[src/rtl/bc_preg_arbiter_if.sv]
`default_nettype none
// +----------------------------------------------------------------------------+
// | Module  : bc_preg_arbiter_if                                               |
// | Brief   : Request bundle from execution pipes and the broadcast bus out.   |
// | Revision: 1.0 - initial release                                            |
// +----------------------------------------------------------------------------+
interface bc_preg_arbiter_if #(
    parameter int N_REQ         = 4,
    parameter int I_BL_MARC_REG = 6,
    parameter int I_BL_ARC_REG  = 5,
    parameter int D_BL_MARC_REG = 32
);
    logic [N_REQ-1:0]               req_valid;
    logic [N_REQ-1:0]               req_ready;
    logic [N_REQ*I_BL_MARC_REG-1:0] req_i_preg;
    logic [N_REQ*I_BL_ARC_REG-1:0]  req_i_areg;
    logic [N_REQ*D_BL_MARC_REG-1:0] req_d_preg;
    logic [I_BL_MARC_REG-1:0]       i_preg_rb1;
    logic [I_BL_ARC_REG-1:0]        i_areg_rb1;
    logic [D_BL_MARC_REG-1:0]       d_preg_rb1;

    // Pipe / listener side
    modport master (
        output req_valid, req_i_preg, req_i_areg, req_d_preg,
        input  req_ready, i_preg_rb1, i_areg_rb1, d_preg_rb1
    );

    // Arbiter side
    modport slave (
        input  req_valid, req_i_preg, req_i_areg, req_d_preg,
        output req_ready, i_preg_rb1, i_areg_rb1, d_preg_rb1
    );
endinterface
`default_nettype wire

[src/rtl/bc_preg_arbiter.sv]
`default_nettype none
// +----------------------------------------------------------------------------+
// | Module  : bc_preg_arbiter                                                  |
// | Brief   : Round-robin arbiter sharing the preg broadcast bus among pipes.  |
// | Revision: 1.0 - initial release                                            |
// +----------------------------------------------------------------------------+
module bc_preg_arbiter #(
    parameter int N_REQ         = 4,
    parameter int I_BL_MARC_REG = 6,
    parameter int I_BL_ARC_REG  = 5,
    parameter int D_BL_MARC_REG = 32,
    parameter int W_CNT         = 16
) (
    input  logic                       c_clock,
    input  logic                       c_reset,
    input  logic                       c_enable,
    input  logic                       c_pause,
    input  logic                       c_flush,
    bc_preg_arbiter_if.slave           bus,
    output logic [$clog2(N_REQ)-1:0]   s_grant_id,
    output logic                       s_err_zero,
    output logic [W_CNT-1:0]           s_bcast_cnt
);
    localparam int              W_ID    = $clog2(N_REQ);
    localparam logic [W_ID:0]   C_N_REQ = (W_ID+1)'(N_REQ);
    localparam logic [W_ID-1:0] C_LAST  = W_ID'(N_REQ-1);

    logic [I_BL_MARC_REG-1:0] w_preg [N_REQ];
    logic [I_BL_ARC_REG-1:0]  w_areg [N_REQ];
    logic [D_BL_MARC_REG-1:0] w_data [N_REQ];
    logic [N_REQ-1:0]         w_elig;
    logic [N_REQ-1:0]         w_zero;

    logic [I_BL_MARC_REG-1:0] preg_q, preg_d;
    logic [I_BL_ARC_REG-1:0]  areg_q, areg_d;
    logic [D_BL_MARC_REG-1:0] data_q, data_d;
    logic [W_ID-1:0]          gid_q,  gid_d;
    logic [W_ID-1:0]          rr_q,   rr_d;
    logic                     err_q,  err_d;
    logic [W_CNT-1:0]         cnt_q,  cnt_d;

    logic                     w_found;
    logic [W_ID-1:0]          w_win;
    logic [W_ID:0]            w_sum;
    logic [W_ID-1:0]          w_cand;
    logic                     w_accept_ok;
    logic                     w_xfer;
    logic [N_REQ-1:0]         w_ready;

    for (genvar g = 0; g < N_REQ; g++) begin : g_unpack
        assign w_preg[g] = bus.req_i_preg[g*I_BL_MARC_REG +: I_BL_MARC_REG];
        assign w_areg[g] = bus.req_i_areg[g*I_BL_ARC_REG  +: I_BL_ARC_REG];
        assign w_data[g] = bus.req_d_preg[g*D_BL_MARC_REG +: D_BL_MARC_REG];
        assign w_elig[g] = bus.req_valid[g] && (w_preg[g] != '0);
        assign w_zero[g] = bus.req_valid[g] && (w_preg[g] == '0);
    end

    // First eligible pipe scanning upward from rr_q, wrapping at N_REQ.
    always_comb begin
        w_found = 1'b0;
        w_win   = '0;
        w_sum   = '0;
        w_cand  = '0;
        for (int k = 0; k < N_REQ; k++) begin
            w_sum = {1'b0, rr_q} + (W_ID+1)'(k);
            if (w_sum >= C_N_REQ) begin
                w_sum = w_sum - C_N_REQ;
            end
            w_cand = w_sum[W_ID-1:0];
            if (!w_found && w_elig[w_cand]) begin
                w_found = 1'b1;
                w_win   = w_cand;
            end
        end
    end

    assign w_accept_ok = c_reset & c_enable & ~c_pause & ~c_flush;
    assign w_xfer      = w_found & w_accept_ok;

    // Zero-preg requests are swallowed unconditionally so they cannot wedge a pipe.
    always_comb begin
        w_ready = w_zero & {N_REQ{c_reset}};
        if (w_xfer) begin
            w_ready[w_win] = 1'b1;
        end
    end

    always_comb begin
        preg_d = preg_q;
        areg_d = areg_q;
        data_d = data_q;
        gid_d  = gid_q;
        rr_d   = rr_q;
        cnt_d  = cnt_q;
        err_d  = err_q | (|w_zero);
        if (c_flush) begin
            preg_d = '0;
        end else if (!c_pause) begin
            if (w_xfer) begin
                preg_d = w_preg[w_win];
                areg_d = w_areg[w_win];
                data_d = w_data[w_win];
                gid_d  = w_win;
                rr_d   = (w_win == C_LAST) ? '0 : w_win + 1'b1;
                if (cnt_q != '1) begin
                    cnt_d = cnt_q + 1'b1;
                end
            end else begin
                preg_d = '0;
            end
        end
    end

    always_ff @(posedge c_clock or negedge c_reset) begin
        if (!c_reset) begin
            preg_q <= '0;
            areg_q <= '0;
            data_q <= '0;
            gid_q  <= '0;
            rr_q   <= '0;
            err_q  <= 1'b0;
            cnt_q  <= '0;
        end else begin
            preg_q <= preg_d;
            areg_q <= areg_d;
            data_q <= data_d;
            gid_q  <= gid_d;
            rr_q   <= rr_d;
            err_q  <= err_d;
            cnt_q  <= cnt_d;
        end
    end

    assign bus.req_ready  = w_ready;
    assign bus.i_preg_rb1 = preg_q;
    assign bus.i_areg_rb1 = areg_q;
    assign bus.d_preg_rb1 = data_q;
    assign s_grant_id     = gid_q;
    assign s_err_zero     = err_q;
    assign s_bcast_cnt    = cnt_q;
endmodule
`default_nettype wire

[src/flat_wrapper.sv]
// flat-port wrapper written by rule: the top's interface ports become plain ports
module bc_preg_arbiter_flat 
#(
    parameter int N_REQ         = 4,
    parameter int I_BL_MARC_REG = 6,
    parameter int I_BL_ARC_REG  = 5,
    parameter int D_BL_MARC_REG = 32,
    parameter int W_CNT         = 16
)
  (c_clock, c_reset, c_enable, c_pause, c_flush, s_grant_id, s_err_zero, s_bcast_cnt, bus_req_valid, bus_req_i_preg, bus_req_i_areg, bus_req_d_preg, bus_req_ready, bus_i_preg_rb1, bus_i_areg_rb1, bus_d_preg_rb1);
  bc_preg_arbiter_if #(.N_REQ(N_REQ), .I_BL_MARC_REG(I_BL_MARC_REG), .I_BL_ARC_REG(I_BL_ARC_REG), .D_BL_MARC_REG(D_BL_MARC_REG)) bus_i ();
  input  logic c_clock;
  input  logic c_reset;
  input  logic c_enable;
  input  logic c_pause;
  input  logic c_flush;
  output logic [$clog2(N_REQ)-1:0] s_grant_id;
  output logic s_err_zero;
  output logic [W_CNT-1:0] s_bcast_cnt;
  input wire logic [$bits(bus_i.req_valid)-1:0] bus_req_valid;
  input wire logic [$bits(bus_i.req_i_preg)-1:0] bus_req_i_preg;
  input wire logic [$bits(bus_i.req_i_areg)-1:0] bus_req_i_areg;
  input wire logic [$bits(bus_i.req_d_preg)-1:0] bus_req_d_preg;
  output wire logic [$bits(bus_i.req_ready)-1:0] bus_req_ready;
  output wire logic [$bits(bus_i.i_preg_rb1)-1:0] bus_i_preg_rb1;
  output wire logic [$bits(bus_i.i_areg_rb1)-1:0] bus_i_areg_rb1;
  output wire logic [$bits(bus_i.d_preg_rb1)-1:0] bus_d_preg_rb1;
  assign bus_i.req_valid = bus_req_valid;
  assign bus_i.req_i_preg = bus_req_i_preg;
  assign bus_i.req_i_areg = bus_req_i_areg;
  assign bus_i.req_d_preg = bus_req_d_preg;
  assign bus_req_ready = bus_i.req_ready;
  assign bus_i_preg_rb1 = bus_i.i_preg_rb1;
  assign bus_i_areg_rb1 = bus_i.i_areg_rb1;
  assign bus_d_preg_rb1 = bus_i.d_preg_rb1;
  bc_preg_arbiter #(.N_REQ(N_REQ), .I_BL_MARC_REG(I_BL_MARC_REG), .I_BL_ARC_REG(I_BL_ARC_REG), .D_BL_MARC_REG(D_BL_MARC_REG), .W_CNT(W_CNT)) u_core (.c_clock(c_clock), .c_reset(c_reset), .c_enable(c_enable), .c_pause(c_pause), .c_flush(c_flush), .bus(bus_i), .s_grant_id(s_grant_id), .s_err_zero(s_err_zero), .s_bcast_cnt(s_bcast_cnt));
endmodule
[config.mk]
export PLATFORM = sky130hd
export DESIGN_NAME = bc_preg_arbiter_flat
export DESIGN_NICKNAME = d
export VERILOG_FILES = /design/src/rtl/bc_preg_arbiter_if.sv /design/src/rtl/bc_preg_arbiter.sv /design/src/flat_wrapper.sv
export SDC_FILE = /design/constraint.sdc
export NUM_CORES = 1
export LEC_CHECK = 0
export BUFFER_PORTS_ARGS = -buffer_cell sky130_fd_sc_hd__buf_2
export CORE_MARGIN = 5
export CORE_UTILIZATION = 47
export DETAILED_ROUTE_END_ITERATION = 10
export GPL_TIMING_DRIVEN = 0
export MAX_ROUTING_LAYER = met4
export PLACE_DENSITY = 0.91
export SLEW_MARGIN = 20
export SYNTH_ARGS = -nofsm -noshare
export SYNTH_HDL_FRONTEND = slang
export SYNTH_SLANG_ARGS = --single-unit
[constraint.sdc]
create_clock -name c_clock -period 4.1 [get_ports c_clock]
set_input_delay 0.205 -clock c_clock [delete_from_list [all_inputs] [get_ports c_clock]]
set_output_delay 0.205 -clock c_clock [all_outputs]
set_load 0.02 [all_outputs]
; Word level (Yosys, flattened, before mapping)
; Index checks and enable logic that the tools add are counted.
[totals]
output_inout_bits = 66
input_bits = 181
reg_bits = 64
[op_classes]
mux = 36
addsub = 9
bitwise = 10
reduce_logical = 26
order_cmp = 11
n_eq_ne = 3
[op_table]
columns = op, n
row1 = 32-bit binary-select mux with 2-bit select, 1
row2 = 32-bit 2-to-1 mux, 2
row3 = 6-bit 2-to-1 mux, 5
row4 = 6-bit zero test, 4
row5 = 6-bit nonzero test, 4
row6 = 2-bit 2-to-1 mux, 9
row7 = 16-bit by 1-bit adder with 16-bit output (second input constant), 1
row8 = 16-bit != test (second input constant), 1
row9 = 2-bit by 3-bit less-than comparator with 1-bit output (second input constant), 5
row10 = 6-bit binary-select mux with 2-bit select, 1
row11 = 3-bit >= comparator (second input constant), 4
row12 = 1-bit logical AND, 12
row13 = 5-bit binary-select mux with 2-bit select, 1
row14 = 5-bit 2-to-1 mux, 2
row15 = 1-bit 2-to-1 mux, 9
row16 = 1-bit binary-select mux with 2-bit select, 4
row17 = 2-bit by 1-bit subtractor with 2-bit output (second input constant), 4
row18 = 2-bit by 2-bit adder with 3-bit output (second input constant), 2
row19 = 1-bit bitwise AND, 4
row20 = 4-bit bitwise AND, 1
row21 = 4-bit 2-to-1 mux, 1
row22 = 4-bit bitwise OR, 1
row23 = 4-bit AND reduction, 1
row24 = 4-bit OR reduction, 1
row25 = other kinds (12), 15

; Logic depth before layout (Yosys ltp)
; Gate-level depths: netlist of the first run.
[logic_depth]
ltp_word = 21
depth_mapped = 10

; Worst setup path after synthesis of the first run
; No wires, ideal clock.
[synth_timing]
kind = input -> output
startpoint = in bus_req_i_preg[19]
endpoint = out bus_req_ready[3]
cell_stages = 9
t_required_ns = 3.895
arrival_time_ns = 2.420
n_path_buf = 2
path_slack_ns = 1.475
path_cell_list = or4_4 o31a_4 o221ai_1 or2_1 buf_2 buf_4 inv_1 ha_1 a22o_1
[synth_via]
elab_chain_len = 20
word_cells_on_any_way = 35
[synth_rtl]
columns = item, line
row1 = from (decl), flat_wrapper.sv:21  ; input wire logic [$bits(bus_i.req_i_preg)-1:0] bus_req_i_preg;
row2 = 6-bit nonzero test *, bc_preg_arbiter.sv:54  ; assign w_elig[g] = bus.req_valid[g] && (w_preg[g] != '0);
row3 = 1-bit logical AND *, bc_preg_arbiter.sv:54
row4 = 1-bit binary-select mux with 2-bit select, bc_preg_arbiter.sv:70  ; if (!w_found && w_elig[w_cand]) begin
row5 = 1-bit 2-to-1 mux (implied by the code), bc_preg_arbiter.sv:70
row6 = 1-bit 2-to-1 mux, bc_preg_arbiter.sv:70
row7 = 1-bit zero test, bc_preg_arbiter.sv:70
row8 = 1-bit logical AND, bc_preg_arbiter.sv:70
row9 = 1-bit 2-to-1 mux, bc_preg_arbiter.sv:70
row10 = [... 5 more ...], --
row11 = 2-bit 2-to-1 mux *, bc_preg_arbiter.sv:70
row12 = named net u_core.w_win[1], bc_preg_arbiter.sv:43  ; logic [W_ID-1:0] w_win;
row13 = 2-bit by 3-bit less-than comparator with 1-bit output (implied by the code) or 2-bit by 1-bit >= comparator with 1-bit output (tied branches), bc_preg_arbiter.sv:84  ; w_ready[w_win] = 1'b1;
row14 = 1-bit logical AND (implied by the code), bc_preg_arbiter.sv:84
row15 = 1-bit 2-to-1 mux (implied by the code), bc_preg_arbiter.sv:84
row16 = 1-bit demux with 2-bit select *, --
row17 = 4-bit bitwise OR (no source line) *, --
row18 = 4-bit 2-to-1 mux *, bc_preg_arbiter.sv:83  ; if (w_xfer) begin
row19 = to (decl), flat_wrapper.sv:24  ; output wire logic [$bits(bus_i.req_ready)-1:0] bus_req_ready;
; Mark *: on every way through the listed nets, which the timed path passes. The rest lies on a longest branch. The select of a mux whose other input is x is not followed.

; Worst setup path in the final report of the first run
[layout_timing]
startpoint = in bus_req_i_preg[15]
endpoint = out bus_req_ready[3]
; Same word-level chain as after synthesis.

==> metrics, run 1 <==
total gr overflow 0; kind of critical path primary input to output pin; Hold Vio Cnt, Final 0; Die H 102.6 µm; met2 Use GR 47.17%; Max Fclk 0.3079 GHz; ys async rst share 100.0%; DR pass1 iterations 6; type of origin of the critical path primary input; met1 GRT Util 36.55%; GPL Wtd Cong 0.9119; clock tree sinks 64; Clock power frac 17.1%; number of antenna diodes 0; peak supply drop 0.0002910 V; ratio of final minimum period to clock period 79.22%; Vias 4,687; Core ar. 8299 µm²; minimum clock period 3.248 ns; gr busiest metal met2; initial antenna violation count 0; met3 global-route usage 5.886%; total power 2.859 mW; Cells after Synth 401; most common cell after layout, fill and taps aside buf_2; largest net degree at the start of global routing 50; crit path DAT 3.04 ns; row count 33; first-pass GRT wire length 23.35 mm; combinational share of power 49.0%; Setup Skew 0.009091 ns; area grow syn2layout 39.03%; setup bufs post-CTS 0; initial DRC count 249; Place WS 0.8958 ns; Synth Net Count 587; Setup WS post-layout 0.8518 ns; CP endpoint kind output pin; switching pwr 1.225 mW; Non-Filler Instances 769; worst skew pair latency 0.34 ns; vias in the first global route 4,663; Setup TNS 0 ns; synthesized area per cell 10.06 µm²; yosys warns 0; sequential cell area fraction in the yosys report 39.71%; Lkg Pwr 2.796 nW; Yosys cell types 55; final setup fails 0; WL/cell 20.01 µm; status finished, final reports clean; EDFF count, synth 0; TritonCTS clock tree yes; Util after Layout 67.56%; Reg power frac 33.9%; most frequent cells in the layout 255 x buf_2, 64 x dfrtp_1, 38 x nand3_1; drt drc 0; Worst Max-Slew Pin Slew 0.7508 ns; Internal Power 1.634 mW; vias per cell 6.095; worst hold path type primary input to register; cts bufs inserted 9; DPL Wire Length 12.13 mm; Starting Density 48.59%; Overall Global Routing Usage 29.41%; # fillers 732; Post-Route WL 15.39 mm; clock root cell clkbuf_8; Max-Cap Viols 0; max-slew violations 0; sw frac 42.84%; #FFs+latches synth 64; Post-Syn Area 4033 µm²; PortBufs 246; RSZ-0062 raised after global routing false; crit-path max FO 11; layout cell share with drive strength beyond 1 47.59%; cts repair resizes 0; P per Cell Area 509.9 nW/µm²; Die Span X 102.6 µm; IO Pins 247; CP Data Required Time 3.89 ns; Antenna Violating Nets Remaining 0; H-tree Lvls 3; total die area 10,530 µm²; Synth Flop Type dfrtp_1; nets 846; clk slew on worst S/H paths 0.08 ns; CTS Buffer Depth 2; worst rel slew slack 49.26%; placed instance count 753
[final timing paths]
kind / start / cells after the start / slack [ns] / to
hold / removal: bus_req_d_preg[112] / 3 / 0.18 / u_core.bus.d_preg_rb1[16]
hold reg to reg: u_core.s_grant_id[1] / 1 / 0.47 / u_core.s_grant_id[1]
min in group asynchronous: c_reset / 2 / 0.29 / u_core.bus.i_areg_rb1[2]
setup / recovery: bus_req_i_preg[15] / 10 / 0.85 / bus_req_ready[3]
setup reg to reg: u_core.rr_q[1] / 9 / 1.56 / u_core.rr_q[1]
max in group asynchronous: c_reset / 3 / 3.26 / u_core.bus.d_preg_rb1[7]
[what timing repair did]
action,4_1_cts,5_1_grt
endpoints found under the hold margin,19,0
endpoints found under the setup margin,0,0
hold buffers,1,0
[cells in the mapped netlist (2+ instances only)]
cell type | n | area (µm²)
or4_4 | 2 | 22.52
nand2_1 | 25 | 93.84
a22oi_1 | 13 | 97.59
nor3_1 | 5 | 25.02
ha_1 | 5 | 62.56
mux2i_1 | 13 | 130.1
or4_1 | 2 | 15.01
o21ai_0 | 33 | 165.2
o21a_1 | 4 | 30.03
inv_1 | 3 | 11.26
nand3_1 | 38 | 190.2
a32o_1 | 3 | 30.03
a21oi_1 | 30 | 150.1
o31ai_2 | 2 | 25.02
nor2_1 | 4 | 15.01
a221o_1 | 30 | 300.3
mux2_2 | 28 | 315.3
xor2_1 | 2 | 17.52
o31a_1 | 2 | 17.52
o221ai_1 | 14 | 122.6
mux2_1 | 3 | 33.78
clkbuf_1 | 19 | 71.32
dfrtp_1 | 64 | 1602
buf_2 | 10 | 50.05
buf_6 | 2 | 22.52
o211a_1 | 2 | 20.02
nand4_1 | 4 | 25.02
xnor2_1 | 12 | 105.1
[power by group through the flow]
stage	Combinational (mW)	Clock, mW	Sequential (mW)
6_report	1.40	0.489	0.970
3_5_place_dp	1.40	0	0.969
5_1_grt	1.50	0.518	0.989
3_3_place_gp	1.35	0	0.966
4_1_cts	1.40	0.494	0.965
2_1_floorplan	0.656	0	1.20
[cells by family after synthesis]
| logic type | synth area share (%) |
|---|---|
| AOI/OAI and AO/OA | 27.55 |
| and+or+nand+nor | 12.13 |
| DFF | 39.71 |
| muxes | 11.88 |
| buffers and inverters | 4.127 |
| xor gates and xnor gates | 3.041 |
| adders and majority gates | 1.551 |
[layout make-up]
class	instances	area, µm²	share of cell area, %
Timing Repair Buffer	248	1271	22.67
Buffer	32	151.4	2.700
Inverter	4	15.01	0.2678
Tap cell	105	131.4	2.343
Clock inverter	5	33.78	0.6025
Sequential cell	64	1602	28.57
Multi-Input combinational cell	301	2265	40.39
Clock buffer	10	137.6	2.455
[registers in the layout, summed over array words and instances (netlist names)]
register               cells
u_core.bus.d_preg_rb1     32
u_core.bus.i_areg_rb1      5
u_core.bus.i_preg_rb1      6
u_core.rr_q                2
u_core.s_bcast_cnt        16
u_core.s_err_zero          1
u_core.s_grant_id          2
[per-layer routing]
metal / wire [µm] / vias up
li1: - / 2095
met1: 5843 / 2231
met2: 7533 / 310
met3: 1493 / 51
met4: 516 / 0
met5: 0 / -
[critical path, stage by stage]
cell and delay [ns]:
buf_2 0.10, or4_1 0.60, o21ai_0 0.33, o211ai_2 0.24
nor2_4 0.20, buf_2 0.28, clkbuf_1 0.47, ha_1 0.30
a22o_1 0.15, buf_2 0.16
[metrics by stage]
step           area (µm²)  hold WS, ns
6_report             5607       0.1772
5_1_grt              5607       0.1798
4_1_cts              5607       0.1768
3_5_place_dp         5425       0.1167
3_3_place_gp         5395       0.4479
2_1_floorplan        4033     -0.09059
Note: power is estimated with default switching activity, not from simulation.
==> run 2: changes to the inputs <==
--- a/config.mk
+++ b/config.mk
@@ -7,11 +7,11 @@
 export LEC_CHECK = 0
 export BUFFER_PORTS_ARGS = -buffer_cell sky130_fd_sc_hd__buf_2
 export CORE_MARGIN = 5
-export CORE_UTILIZATION = 47
+export CORE_UTILIZATION = 44
 export DETAILED_ROUTE_END_ITERATION = 10
 export GPL_TIMING_DRIVEN = 0
 export MAX_ROUTING_LAYER = met4
-export PLACE_DENSITY = 0.91
+export PLACE_DENSITY = 0.87
 export SLEW_MARGIN = 20
 export SYNTH_ARGS = -nofsm -noshare
 export SYNTH_HDL_FRONTEND = slang
==> constraint.sdc (replaced) <==
create_clock -name c_clock -period 2.99 [get_ports c_clock]
set_input_delay 0.1495 -clock c_clock [delete_from_list [all_inputs] [get_ports c_clock]]
set_output_delay 0.1495 -clock c_clock [all_outputs]
set_load 0.02 [all_outputs]
==> run 2 against run 1 <==
Sequential power up 37%; largest power group unchanged; flip-flop and latch count unchanged; wire length down 0.29%; clock skew up 0.0013 ns; worst setup slack worse by 0.78 ns; clock power up 51%; sequential share of layout area down 0.22 points; non-clock buffer count unchanged; first-iteration DRC count up 29%; final cell count up 0.78%.
==> metrics, run 2 (synthesis results as in run 1) <==
status finished, final reports clean; nets 846 (unchanged); Overall Global Routing Usage 27.50% (-1.9 points); Max-Cap Viols 0 (unchanged); Starting Density 44.49% (-4.1 points); Hold Vio Cnt, Final 0 (unchanged); H-tree Lvls 3 (unchanged); PortBufs 246 (unchanged); Worst Max-Slew Pin Slew 0.6965 ns (-0.05436 ns); clock root cell clkbuf_8; cts bufs inserted 9 (unchanged); r2r worst-path depth 7 (-2); worst skew pair latency 0.35 ns (about the same); WHS 0.1202 ns (-0.05698 ns); peak supply drop 0.0004069 V (+40%); switching pwr 1.681 mW (+37%); GPL Wtd Cong 0.9420 (+3.3%); Die H 105.7 µm (+3.0%); min-delay src bus_req_d_preg[122]; Slowest-stage cell, CP nor4bb_1; crit path DAT 3.17 ns (+0.13 ns); vias in the first global route 4,678 (+0.32%); # fillers 806 (+10%); max-slew violations 0 (unchanged); Setup Skew 0.01042 ns (+0.001334 ns); DP Area 5425 µm² (unchanged); layout cell share with drive strength beyond 1 47.89% (+0.30 points); WHS Path Cells 3 (unchanged); Reg power frac 33.3% (-0.6 points); Worst path max stage delay 0.65 ns (+0.05 ns); kind of critical path primary input to register; CP endpoint kind register; sw frac 42.14% (-0.70 points); Vias 4,602 (-1.8%); TritonCTS clock tree yes; Core ar. 9065 µm² (+9.2%); worst hold path type primary input to register; CP Data Required Time 3.23 ns (-0.66 ns); CP cell instances dlygate4sd3_1 -> buf_4 -> nor4bb_1 -> o41ai_4 -> nor3_2 -> buf_2 -> a22oi_1 -> o221ai_1; initial antenna violation count 0 (unchanged); reg2reg end u_core.bus.i_preg_rb1[1]; DR pass1 iterations 5 (-1); CTS Buffer Depth 2 (unchanged); largest net degree at the start of global routing 40 (-20%); ratio of final minimum period to clock period 97.76%; design area 5649 µm² (+0.76%); area grow syn2layout 40.09%; total gr overflow 0 (unchanged); most common cell after layout, fill and taps aside buf_2; Largest register FFs 32 (unchanged); final setup fails 0 (unchanged); R2R Setup Slk 0.52 ns (-1.04 ns); crit-path max FO 10 (-1); Util after Layout 62.32% (-5.2 points); Hold Path End u_core.bus.d_preg_rb1[26]; worst rel slew slack 52.94% (+3.7 points); type of origin of the critical path primary input; most frequent cells in the layout 254 x buf_2, 64 x dfrtp_1, 38 x nand3_1; Die Span X 105.7 µm (+3.0%); Lkg Pwr 2.815 nW (+0.65%); setup bufs post-CTS 0 (unchanged); largest delay contributor family on the critical path simple AND/OR/NAND/NOR gates; RSZ-0062 raised after global routing true; drt drc 0 (unchanged); RR Startpoint u_core.rr_q[1]; total die area 11,180 µm² (+6.1%); Setup TNS 0 ns (unchanged); DPL Wire Length 12.14 mm (about the same); Clock power frac 18.4% (+1.3 points); WL/cell 19.79 µm (-1.1%); Max Fclk 0.3421 GHz; Post-Route WL 15.34 mm (-0.29%); number of antenna diodes 0 (unchanged); clock tree sinks 64 (unchanged); IO Pins 247 (unchanged); first-pass GRT wire length 23.44 mm (+0.39%); Antenna Violating Nets Remaining 0 (unchanged); combinational share of power 48.2% (-0.8 points); minimum clock period 2.923 ns; CP bufs+invs 3 (-1); clk slew on worst S/H paths 0.08 ns (about the same); P per Cell Area 706.3 nW/µm² (+39%); Internal Power 2.309 mW (+41%); initial DRC count 321 (+29%); row count 35 (+6.1%); vias per cell 5.938 (-2.6%)
## run 2: cell count changes in the layout (fill, tap and decap cells not counted), sizes merged
cell	delta
bufinv	+1
clkbuf	-1
clkinv	+1
clkinvlp	-1
## run 2: power by group through the flow
| stage | registers [mW] | logic, mW | clock network, mW |
|---|---|---|---|
| floorplan | 1.64 | 0.899 | 0 |
| CTS | 1.33 | 1.92 | 0.749 |
| global placement | 1.33 | 1.86 | 0 |
| detailed placement | 1.33 | 1.92 | 0 |
| finish | 1.33 | 1.92 | 0.736 |
| global route | 1.36 | 2.07 | 0.792 |
## run 2: what timing repair did
item / CTS / global route
hold buffers: 2 / 0
gates resized for setup: 0 / 3
endpoints found under the hold margin: 25 / 0
setup endpoints to repair: 2 / 10
gates cloned: 0 / 0
## run 2: final cells by class
type / instances / area (µm²) / area share (%)
Sequential cell: 64 / 1602 / 28.35
Timing Repair Buffer: 249 / 1284 / 22.72
Inverter: 4 / 15.01 / 0.2658
Clock inverter: 6 / 61.31 / 1.085
Buffer: 31 / 153.9 / 2.724
Tap cell: 111 / 138.9 / 2.458
Clock buffer: 9 / 123.9 / 2.193
Multi-Input combinational cell: 301 / 2271 / 40.20
## run 2: through the flow
stage / instances / setup slack [ns] / total power, mW
finish: 775 / 0.06689 / 3.990
global route: 775 / -0.02427 / 4.221
CTS: 775 / 0.001203 / 3.993
detailed placement: 759 / -0.1149 / 3.246
global placement: 758 / -0.7710 / 3.183
floorplan: 401 / 0.4760 / 2.539
## run 2: layer usage
| metal | GRT usage [%] | routed length [µm] | vias to the layer above |
|---|---|---|---|
| met2 | 47.95 | 7825 | 263 |
| met3 | 6.001 | 1392 | 40 |
| li1 | - | - | 2091 |
| met1 | 30.96 | 5717 | 2208 |
| met5 | - | 0 | - |
| met4 | 10.18 | 405 | 0 |
## run 2: tightest hold or removal path: cells and delay by family
kind / cells / cell delay, ns
multiplexers: 1 / 0.06
AO/OA/AOI/OAI: 1 / 0.15
buffers and inverters: 1 / 0.07
## run 2: worst max-delay path by stage
stage / start / endpoint / slack (ns) / cells after the start
floorplan: bus_req_i_preg[19] / bus_req_ready[3] / 0.48 / 9
global placement: c_reset / u_core.bus.d_preg_rb1[16] / -0.77 / 7
detailed placement: bus_req_i_preg[15] / bus_req_ready[3] / -0.11 / 10
CTS: bus_req_i_preg[15] / bus_req_ready[3] / 0.001 / 11
global route: c_reset / u_core.bus.d_preg_rb1[16] / -0.02 / 8
finish: c_reset / u_core.bus.d_preg_rb1[16] / 0.07 / 8
